## src/rtl/vector_alu_sequencer.sv

```systemverilog
// Vector ALU sequencer: breaks a 4-lane 128-bit vector op into four 32-bit
// beats on a shared external ALU. A scalar request always wins the ALU for
// the cycle it is raised; the vector op simply waits that cycle.
//
// Handshake: VStart is a single-cycle request accepted only in IDLE or DONE
// (ignored in RUN). VBusy is high for every RUN cycle. VDone is a one-cycle
// valid pulse for VResult. SGrant mirrors SReq combinationally, even in reset.
module vector_alu_sequencer (
  input  logic         clk,
  input  logic         rst,
  input  logic         VStart,
  input  logic [2:0]   VALUControl,
  input  logic [127:0] VSrcA,
  input  logic [127:0] VSrcB,
  input  logic         SReq,
  input  logic [2:0]   SALUControl,
  input  logic [31:0]  SSrcA,
  input  logic [31:0]  SSrcB,
  input  logic [31:0]  ALUResult,
  output logic [31:0]  ALUSrcA,
  output logic [31:0]  ALUSrcB,
  output logic [2:0]   ALUControl,
  output logic         ALUOwner,
  output logic         SGrant,
  output logic         VBusy,
  output logic         VDone,
  output logic [127:0] VResult
);

  typedef enum logic [1:0] {
    S_IDLE = 2'd0,
    S_RUN  = 2'd1,
    S_DONE = 2'd2
  } state_e;

  state_e       state_q, state_d;
  logic [1:0]   beat_q, beat_d;
  logic [127:0] a_q, a_d;
  logic [127:0] b_q, b_d;
  logic [2:0]   op_q, op_d;
  logic [127:0] vres_q, vres_d;

  logic [31:0]  lane_a;
  logic [31:0]  lane_b;
  logic         beat_go;

  // Select the latched operand lanes addressed by the current beat.
  always_comb begin
    lane_a = a_q[31:0];
    lane_b = b_q[31:0];
    case (beat_q)
      2'd0: begin lane_a = a_q[31:0];   lane_b = b_q[31:0];   end
      2'd1: begin lane_a = a_q[63:32];  lane_b = b_q[63:32];  end
      2'd2: begin lane_a = a_q[95:64];  lane_b = b_q[95:64];  end
      default: begin lane_a = a_q[127:96]; lane_b = b_q[127:96]; end
    endcase
  end

  // A beat is issued only when the vector op owns the ALU this cycle.
  assign beat_go = (state_q == S_RUN) && !SReq;

  // Next-state, operand latch, beat counter and result lane write-back.
  always_comb begin
    state_d = state_q;
    beat_d  = beat_q;
    a_d     = a_q;
    b_d     = b_q;
    op_d    = op_q;
    vres_d  = vres_q;
    case (state_q)
      S_IDLE, S_DONE: begin
        if (VStart) begin
          a_d     = VSrcA;
          b_d     = VSrcB;
          op_d    = VALUControl;
          beat_d  = 2'd0;
          state_d = S_RUN;
        end else begin
          state_d = S_IDLE;
        end
      end
      S_RUN: begin
        if (beat_go) begin
          case (beat_q)
            2'd0:    vres_d[31:0]   = ALUResult;
            2'd1:    vres_d[63:32]  = ALUResult;
            2'd2:    vres_d[95:64]  = ALUResult;
            default: vres_d[127:96] = ALUResult;
          endcase
          beat_d = beat_q + 2'd1;
          if (beat_q == 2'd3) begin
            state_d = S_DONE;
          end
        end
      end
      default: state_d = S_IDLE;
    endcase
  end

  // Shared-ALU operand mux: scalar pass-through unless a vector beat issues.
  always_comb begin
    ALUSrcA    = SSrcA;
    ALUSrcB    = SSrcB;
    ALUControl = SALUControl;
    ALUOwner   = 1'b0;
    if (beat_go) begin
      ALUSrcA    = lane_a;
      ALUSrcB    = lane_b;
      ALUControl = op_q;
      ALUOwner   = 1'b1;
    end
  end

  assign SGrant  = SReq;
  assign VBusy   = (state_q == S_RUN);
  assign VDone   = (state_q == S_DONE);
  assign VResult = vres_q;

  // State registers with synchronous reset; reset beats a same-cycle VStart.
  always_ff @(posedge clk) begin
    if (rst) begin
      state_q <= S_IDLE;
      beat_q  <= 2'd0;
      a_q     <= '0;
      b_q     <= '0;
      op_q    <= '0;
      vres_q  <= '0;
    end else begin
      state_q <= state_d;
      beat_q  <= beat_d;
      a_q     <= a_d;
      b_q     <= b_d;
      op_q    <= op_d;
      vres_q  <= vres_d;
    end
  end

endmodule
```

## config.mk

```make
export PLATFORM = sky130hd
export DESIGN_NAME = vector_alu_sequencer
export DESIGN_NICKNAME = d
export VERILOG_FILES = /design/src/rtl/vector_alu_sequencer.sv
export SDC_FILE = /design/constraint.sdc
export NUM_CORES = 1
export LEC_CHECK = 0
export CAP_MARGIN = 25
export CORE_ASPECT_RATIO = 0.6
export CORE_MARGIN = 3
export CORE_UTILIZATION = 41
export DETAILED_ROUTE_END_ITERATION = 8
export PLACE_DENSITY = 0.88
export SYNTH_ARGS = -nofsm -noshare
export SYNTH_HDL_FRONTEND = slang
export SYNTH_SLANG_ARGS = --single-unit
```

## constraint.sdc

```tcl
create_clock -name clk -period 1.6 [get_ports clk]
set_input_delay 0.24 -clock clk [delete_from_list [all_inputs] [get_ports clk]]
set_output_delay 0.24 -clock clk [all_outputs]
set_load 0.005 [all_outputs]
```

Word-level counts from Yosys, hierarchy flattened
Index checks and enable logic that the tools add are counted.

word-level totals
  input bits = 362
  word-level logic and storage cells = 46
  register bits after elaboration = 391
  output and inout port bits = 199

operators by class
  muxes and demuxes = 13
  bitwise gates (word level) = 1
  equal/unequal tests = 8
  reduce and logical (&&, ||, !) cells = 14
  $add $sub $neg = 1

operator list
  cell                                                   count
  case mux 32 bit (3 select lines)                       2
  two-way mux 32 bit                                     2
  AND reduction 3 bit                                    5
  two-way mux 2 bit                                      4
  case mux 2 bit (2 select lines)                        2
  == test 2 bit, second input constant                   3
  == test 2 x 1 -> 1 bit, second input constant          2
  zero test 2 bit                                        2
  inequality test 2 x 1 -> 1 bit, second input constant  2
  AND reduction 2 bit                                    2
  two-way mux 3 bit                                      1
  OR reduction 3 bit                                     1
  adder 2 x 1 -> 2 bit, second input constant            1
  two-way mux 1 bit                                      2
  inequality test 2 bit, second input constant           1
  nonzero test 2 bit                                     1
  OR reduction 2 bit                                     1
  logical AND 1 bit                                      1
  zero test 1 bit                                        1
  NOT 1 bit                                              1

Longest topological paths before layout
Gate-level depths: netlist of run 1.

  depth after elaboration = 4
  gate-level depth with buffers = 7
  gate-level depth less buffers = 5

Least setup slack after synthesis of run 1
OpenSTA, ideal clock, no wires.

  kind = register to output
  start point = register beat_q[0]
  end point = output port ALUSrcA[27]
  data required time = 1.360 ns
  arrival time = 1.519 ns
  path buffers = 2
  path slack = -0.159 ns
  stages on the path, launching flop included = 8
  cells stage by stage = dfxtp_1 -> inv_1 -> ha_1 -> buf_2 -> buf_1 -> a222oi_1 -> and2_1 -> o21ai_2

on the way
  word-level cells in the longest chain between the ends = 3
  elaborated cells on any way between the ends = 5

RTL lines
  what                                         RTL line  text
  from (decl)                                  37        logic [1:0] beat_q, beat_d;
  from (signal assigned)                       130       beat_q <= beat_d;
  == test 2 bit, or another cell as far along  51        case (beat_q)
  case mux 32 bit (3 select lines) *           51
  two-way mux 32 bit *                         106       if (beat_go) begin
  to (decl)                                    20        output logic [31:0] ALUSrcA,

Mark *: on every way between the ends. The rest lies on a longest branch, timed or not.

Worst setup path in the final report of run 1
  start point = register beat_q[0]
  end point = output port ALUSrcA[12]

The elaborated chain is that of the path after synthesis.

==> out/results.txt, run 1 <==
WP data arrival -> 2.32 ns
Pins Over Slew Limit -> 0
Antenna Nets Post-Route -> 0
Max Freq -> 391 MHz
Synthesis-stage register bit count -> 391
Layout net count -> 3062
Initial DRC Count -> 2491
Port Buffers -> 560
Num CTS Buffers -> 38
CP Max Fanout -> 7
# DRC -> 0
CP required -> 1.36 ns
Total clock sinks -> 391
Crit start category -> flop
Share of the synthesized area in the top cell type -> 49.5%
H-tree depth -> 2
Gp weighted congestion -> 0.936
Seq/Total Area, Yosys -> 49.5%
Finished Cell Area -> 0.0259 mm²
Core footprint -> 0.0378 mm²
Die width -> 259 µm
Max_cap viols -> 0
Failing checks -> setup timing
Vias post-DR -> 18800
Drt pass-1 iters -> 9
Post-synth top area cell -> dfxtp_1
Worst-Margin Slew -> 0.584 ns
Post-Route WL -> 76300 µm
Min-Delay Path Class -> in -> reg
Pwr dens -> 915 mW/mm²
Hold WS -> 0.0591 ns
Grt ovf -> 0
Outcome -> complete, but fails checks
Synth async-reset ratio -> 0%
Crit end category -> output port
Initial antenna violation count -> 6
Main synth FF type -> dfxtp_1
Synth cell count leaders -> 849 x nand2_1, 391 x dfxtp_1, 389 x a21oi_1
DP Worst Slack -> -1.02 ns
Layout cells sized above 1 -> 19.1%
Type of the worst setup path -> reg -> out
Detailed Place HPWL -> 44500 µm
Routed len/inst -> 23.5 µm
Clk root buf -> clkbuf_16
Cell variety after synth -> 24
FP Rows -> 55
CP max-delay cell -> a222oi_1
Top-count cell post-synth -> nand2_1
I/O pin cnt -> 561
Unrepaired setup endpoints after global routing -> true
Largest net degree at the start of global routing -> 91
Worst vdd ir -> 0.903 mV
Setup_tns -> -89.49 ns
Largest cells by area after synthesis -> dfxtp_1 50%, nand2_1 20%, a21oi_1 12%, a222oi_1 4.1%, o21ai_1 3.9%
Synth Warn # -> 0
Placed Area -> 0.0226 mm²
First-pass GRT wire length -> 101000 µm
Final setup vio count -> 328
Slew HR -> 60.9%
Avg Inst Size Synth -> 7.53 µm²
Gate Count Post-Synth -> 2098
Clock Pin Slew Worst Setup and Hold Paths -> 0.07 ns
CTS max path bufs -> 3
Max stage delay on crit path -> 0.39 ns
Vias per Instance -> 5.80
Tcrit/Tclk final -> 160%
Vias in the first global route -> 17700
Leak -> 10.1 nW
Min cycle time layout -> 2.56 ns
Die area -> 0.0410 mm²
Post-Syn Area -> 0.0158 mm²
Total GRT Usage -> 31.4%
Skew final -> 0.0383 ns
Worst path cell trace -> buf_6 -> ha_4 -> buf_12 -> clkbuf_16 -> a222oi_1 -> and2_1 -> o21ai_1 -> buf_2
EDFF count, synth -> 0
Final worst slack -> -0.959 ns
Syn-to-layout area delta -> 63.8%
Fillcell total -> 2658
Clock Latency Late Sink -> 0.56 ns
Syn Nets -> 2464
CTS tree -> done
Die Y -> 158 µm
Hold Fails Final Rpt -> 0
Starting density of the core -> 41.8%
path summary, 6_finish.rpt:
path              from     endpoint  slack (ns)  cells after the start
max          beat_q[0]  ALUSrcA[12]       -0.96                      8
min                rst     a_q[126]        0.06                      2
max reg2reg  beat_q[1]  VResult[28]       -0.41                     10
min reg2reg   a_q[120]     a_q[120]        0.45                      2
where the power goes:
| part | switching, mW | internal, mW | total (mW) |
|---|---|---|---|
| sequential | 0.267 | 10.2 | 10.4 |
| clock | 4.13 | 5.23 | 9.36 |
| combinational | 1.87 | 2.02 | 3.89 |
| total | 6.27 | 17.4 | 23.7 |
flip-flops by register name, summed over array words and instances (netlist names):
name / count
b_q: 128
state_q: 2
VResult: 128
beat_q: 2
op_q: 3
a_q: 128
critical path: cells and delay by family, from the launching register on:
family,cells,cell delay [ns]
DFF,1,0.36
adders and majority gates,1,0.20
AOI/OAI and AO/OA,2,0.45
buffers and inverters,4,0.55
and+or+nand+nor,1,0.22
layout make-up:
class	count	area, µm²	area share (%)
Timing Repair Buffer	744	8040	31.1
Tap cell	513	642	2.48
Clock inverter	13	148	0.570
Clock buffer	54	1110	4.30
Sequential cell	391	7840	30.3
Multi-Input combinational cell	1516	8050	31.1
Inverter	4	46.3	0.179
Antenna cell	3	7.51	0.0290
Timing Repair inverter	1	6.26	0.0242
layer usage:
layer	share of wire, %	wire length, µm	track usage, %
met5	0.034	26	0
met4	7.3	5550	17.7
met3	12	9050	8.46
met2	45	34600	50.0
met1	35	27000	38.8
kinds of logic (layout without fill, tap and decap cells):
family / count (synthesis) / in the layout / share of synthesized area [%]
AND/OR/NAND/NOR: 929 / 929 / 23.5
AO/OA/AOI/OAI: 583 / 583 / 20.6
adder cells (fa/ha/maj): 4 / 4 / 0.317
buffers and inverters: 191 / 816 / 6.03
other: 0 / 3 / 0
flip-flops: 391 / 391 / 49.5
metrics by stage:
stage	cells	util, %	power [mW]
floorplan	2098	-	12.0
global placement	3093	59.8	13.9
detailed placement	3093	59.8	14.0
CTS	3219	65.8	23.3
global route	3239	68.4	24.4
finish	3239	68.4	23.7
cells in the final DEF, fill, tap and decap left out, types with 15 or more instances in the layout:
| cell type | n |
|---|---|
| nand2_1 | 776 |
| o21ai_1 | 114 |
| buf_12 | 57 |
| buf_6 | 44 |
| a21oi_1 | 303 |
| nand2_4 | 58 |
| a222oi_1 | 64 |
| dfxtp_1 | 387 |
| buf_4 | 54 |
| nand2_2 | 15 |
| a21oi_2 | 86 |
| and2_1 | 57 |
| clkbuf_16 | 48 |
| buf_2 | 59 |
| clkdlybuf4s50_1 | 469 |
timing repair:
action	CTS	global route
gates cloned	20	13
hold buffers	0	0
buffers inserted	40	16
endpoints found under the setup margin	329	317
gates resized for setup	389	245
pin swaps	184	182
Power figures use the tool's default switching activity.
==> run 2: changes to the inputs <==
CORE_AREA = 2 2 218 220   (was default)
CORE_ASPECT_RATIO = default   (was 0.6)
CORE_MARGIN = default   (was 3)
CORE_UTILIZATION = default   (was 41)
DIE_AREA = 0 0 220 222   (was default)
PLACE_DENSITY = 0.77   (was 0.88)
==> out/results.txt, run 2 (same netlist as run 1, synthesis figures left out) <==
WP data arrival -> 2.41 ns
Placed Area -> 0.0226 mm²
Final cell count without fillers -> 3332
Worst vdd ir -> 0.727 mV
Skew final -> 0.0268 ns
Finished Cell Area -> 0.0253 mm²
FP Rows -> 79
First-pass GRT wire length -> 95700 µm
Crit end category -> output port
Layout cells sized above 1 -> 15.9%
Final setup vio count -> 319
CP max-delay cell -> dfxtp_4
CP Max Fanout -> 6
Final worst slack -> -1.05 ns
Grt ovf -> 0
Gp weighted congestion -> 0.926
Core footprint -> 0.0463 mm²
Max_cap viols -> 0
Starting density of the core -> 34.2%
Clock Latency Late Sink -> 0.58 ns
Worst-Margin Slew -> 0.522 ns
Crit path top cell by count -> buf_12
Total GRT Usage -> 25.1%
Placed insts -> 3177
Syn-to-layout area delta -> 59.8%
# DRC -> 0
Pins Over Slew Limit -> 0
Leak -> 9.37 nW
Clk root buf -> clkbuf_16
Fillcell total -> 4089
Vias post-DR -> 17500
H-tree depth -> 2
Worst path cell trace -> buf_12 -> ha_4 -> buf_12 -> buf_4 -> clkbuf_16 -> a222oi_1 -> and2_1 -> o21ai_1 -> clkbuf_2
Total clock sinks -> 391
Routed len/inst -> 19.6 µm
Drt pass-1 iters -> 7
Vias per Instance -> 5.24
Max Freq -> 377 MHz
CTS tree -> done
Detailed Place HPWL -> 43200 µm
Outcome -> complete, but fails checks
Unrepaired setup endpoints after global routing -> true
Initial antenna violation count -> 10
Most common cell after layout, fill and taps aside -> nand2_1
Die width -> 220 µm
Hold Fails Final Rpt -> 0
Die Y -> 222 µm
Clock Pin Slew Worst Setup and Hold Paths -> 0.06 ns
Min cycle time layout -> 2.65 ns
Layout net count -> 3048
Post-Route WL -> 65400 µm
Largest net degree at the start of global routing -> 78
Antenna Nets Post-Route -> 0
CP required -> 1.36 ns
Crit start category -> flop
Num CTS Buffers -> 44
Die area -> 0.0488 mm²
I/O pin cnt -> 561
Slew HR -> 65.2%
Most frequent cells in the layout -> 823 x nand2_1, 481 x clkdlybuf4s50_1, 387 x dfxtp_1
CTS max path bufs -> 3
Failing checks -> setup timing
Vias in the first global route -> 17100
Tcrit/Tclk final -> 166%
Pwr dens -> 958 mW/mm²
Max stage delay on crit path -> 0.36 ns
Port Buffers -> 560
Min-Delay Path Class -> in -> reg
Initial DRC Count -> 1710
Type of the worst setup path -> reg -> out
run 2: cell count changes in the layout (fill, tap and decap cells not counted), moves of 4 or more:
cell,delta
a21oi_2,-31
dlymetal6s2s_1,-8
clkinv_2,+5
dlygate4sd2_1,-4
buf_8,-5
nand2_4,-46
bufbuf_16,-4
clkdlybuf4s50_1,+12
nand2_1,+47
a21oi_1,+31
diode_2,+5
run 2: final timing paths:
| kind | startpoint | end | slack [ns] | depth (start not counted) |
|---|---|---|---|---|
| setup / recovery | beat_q[0] | ALUSrcB[19] | -1.05 | 9 |
| hold / removal | VSrcA[62] | a_q[62] | 0.21 | 3 |
| setup reg to reg | beat_q[0] | VResult[57] | -0.41 | 12 |
| hold reg to reg | b_q[56] | b_q[56] | 0.46 | 2 |
run 2: critical path, delay by kind of cell (launching register included):
family          cells  cell delay (ns)
compound gates      2             0.40
buf+inv             5             0.67
flops               1             0.36
fa+ha+maj           1             0.20
simple gates        1             0.21
run 2: layout make-up:
| class | instances | area (µm²) | area share [%] |
|---|---|---|---|
| clock buffer | 60 | 1250 | 4.95 |
| inverter | 4 | 48.8 | 0.193 |
| clock inverter | 21 | 191 | 0.758 |
| timing repair buffer | 725 | 7600 | 30.1 |
| sequential | 391 | 7840 | 31.0 |
| antenna | 8 | 20.0 | 0.0792 |
| tap | 607 | 759 | 3.01 |
| multi-input combinational | 1516 | 7550 | 29.9 |
run 2: repair_timing:
item / CTS / global route
pin swaps: 188 / 102
gates resized for setup: 406 / 101
buffers inserted: 48 / 16
cloned: 15 / 3
endpoints found under the setup margin: 327 / 320
endpoints found under the hold margin: 11 / 0
hold buffers: 1 / 0
run 2: per-stage QoR:
step	utilization, %	hold slack (ns)	total power [mW]	TNS (ns)	setup WS (ns)
global route	54.6	0.193	25.1	-123.68	-1.16
detailed placement	48.9	0.445	14.0	-97.44	-0.907
CTS	54.2	0.176	24.4	-103.06	-1.09
global placement	48.9	0.440	13.9	-94.60	-0.848
floorplan	-	0.376	12.0	-0.665	-0.0133
finish	54.6	0.213	24.2	-97.86	-1.05
run 2: power by group:
part           switching, mW  internal, mW  leakage (nW)
clock network           4.25          5.84         0.708
registers              0.259          10.2          3.19
logic                   1.69          1.98          5.47
run 2: per-layer routing:
metal	wire, µm	global-route usage (%)	vias to the layer above
met5	13	0	-
met4	2840	12.1	2
met3	5860	6.19	163
met2	32000	42.9	957
met1	24700	29.1	8171
li1	-	-	8176
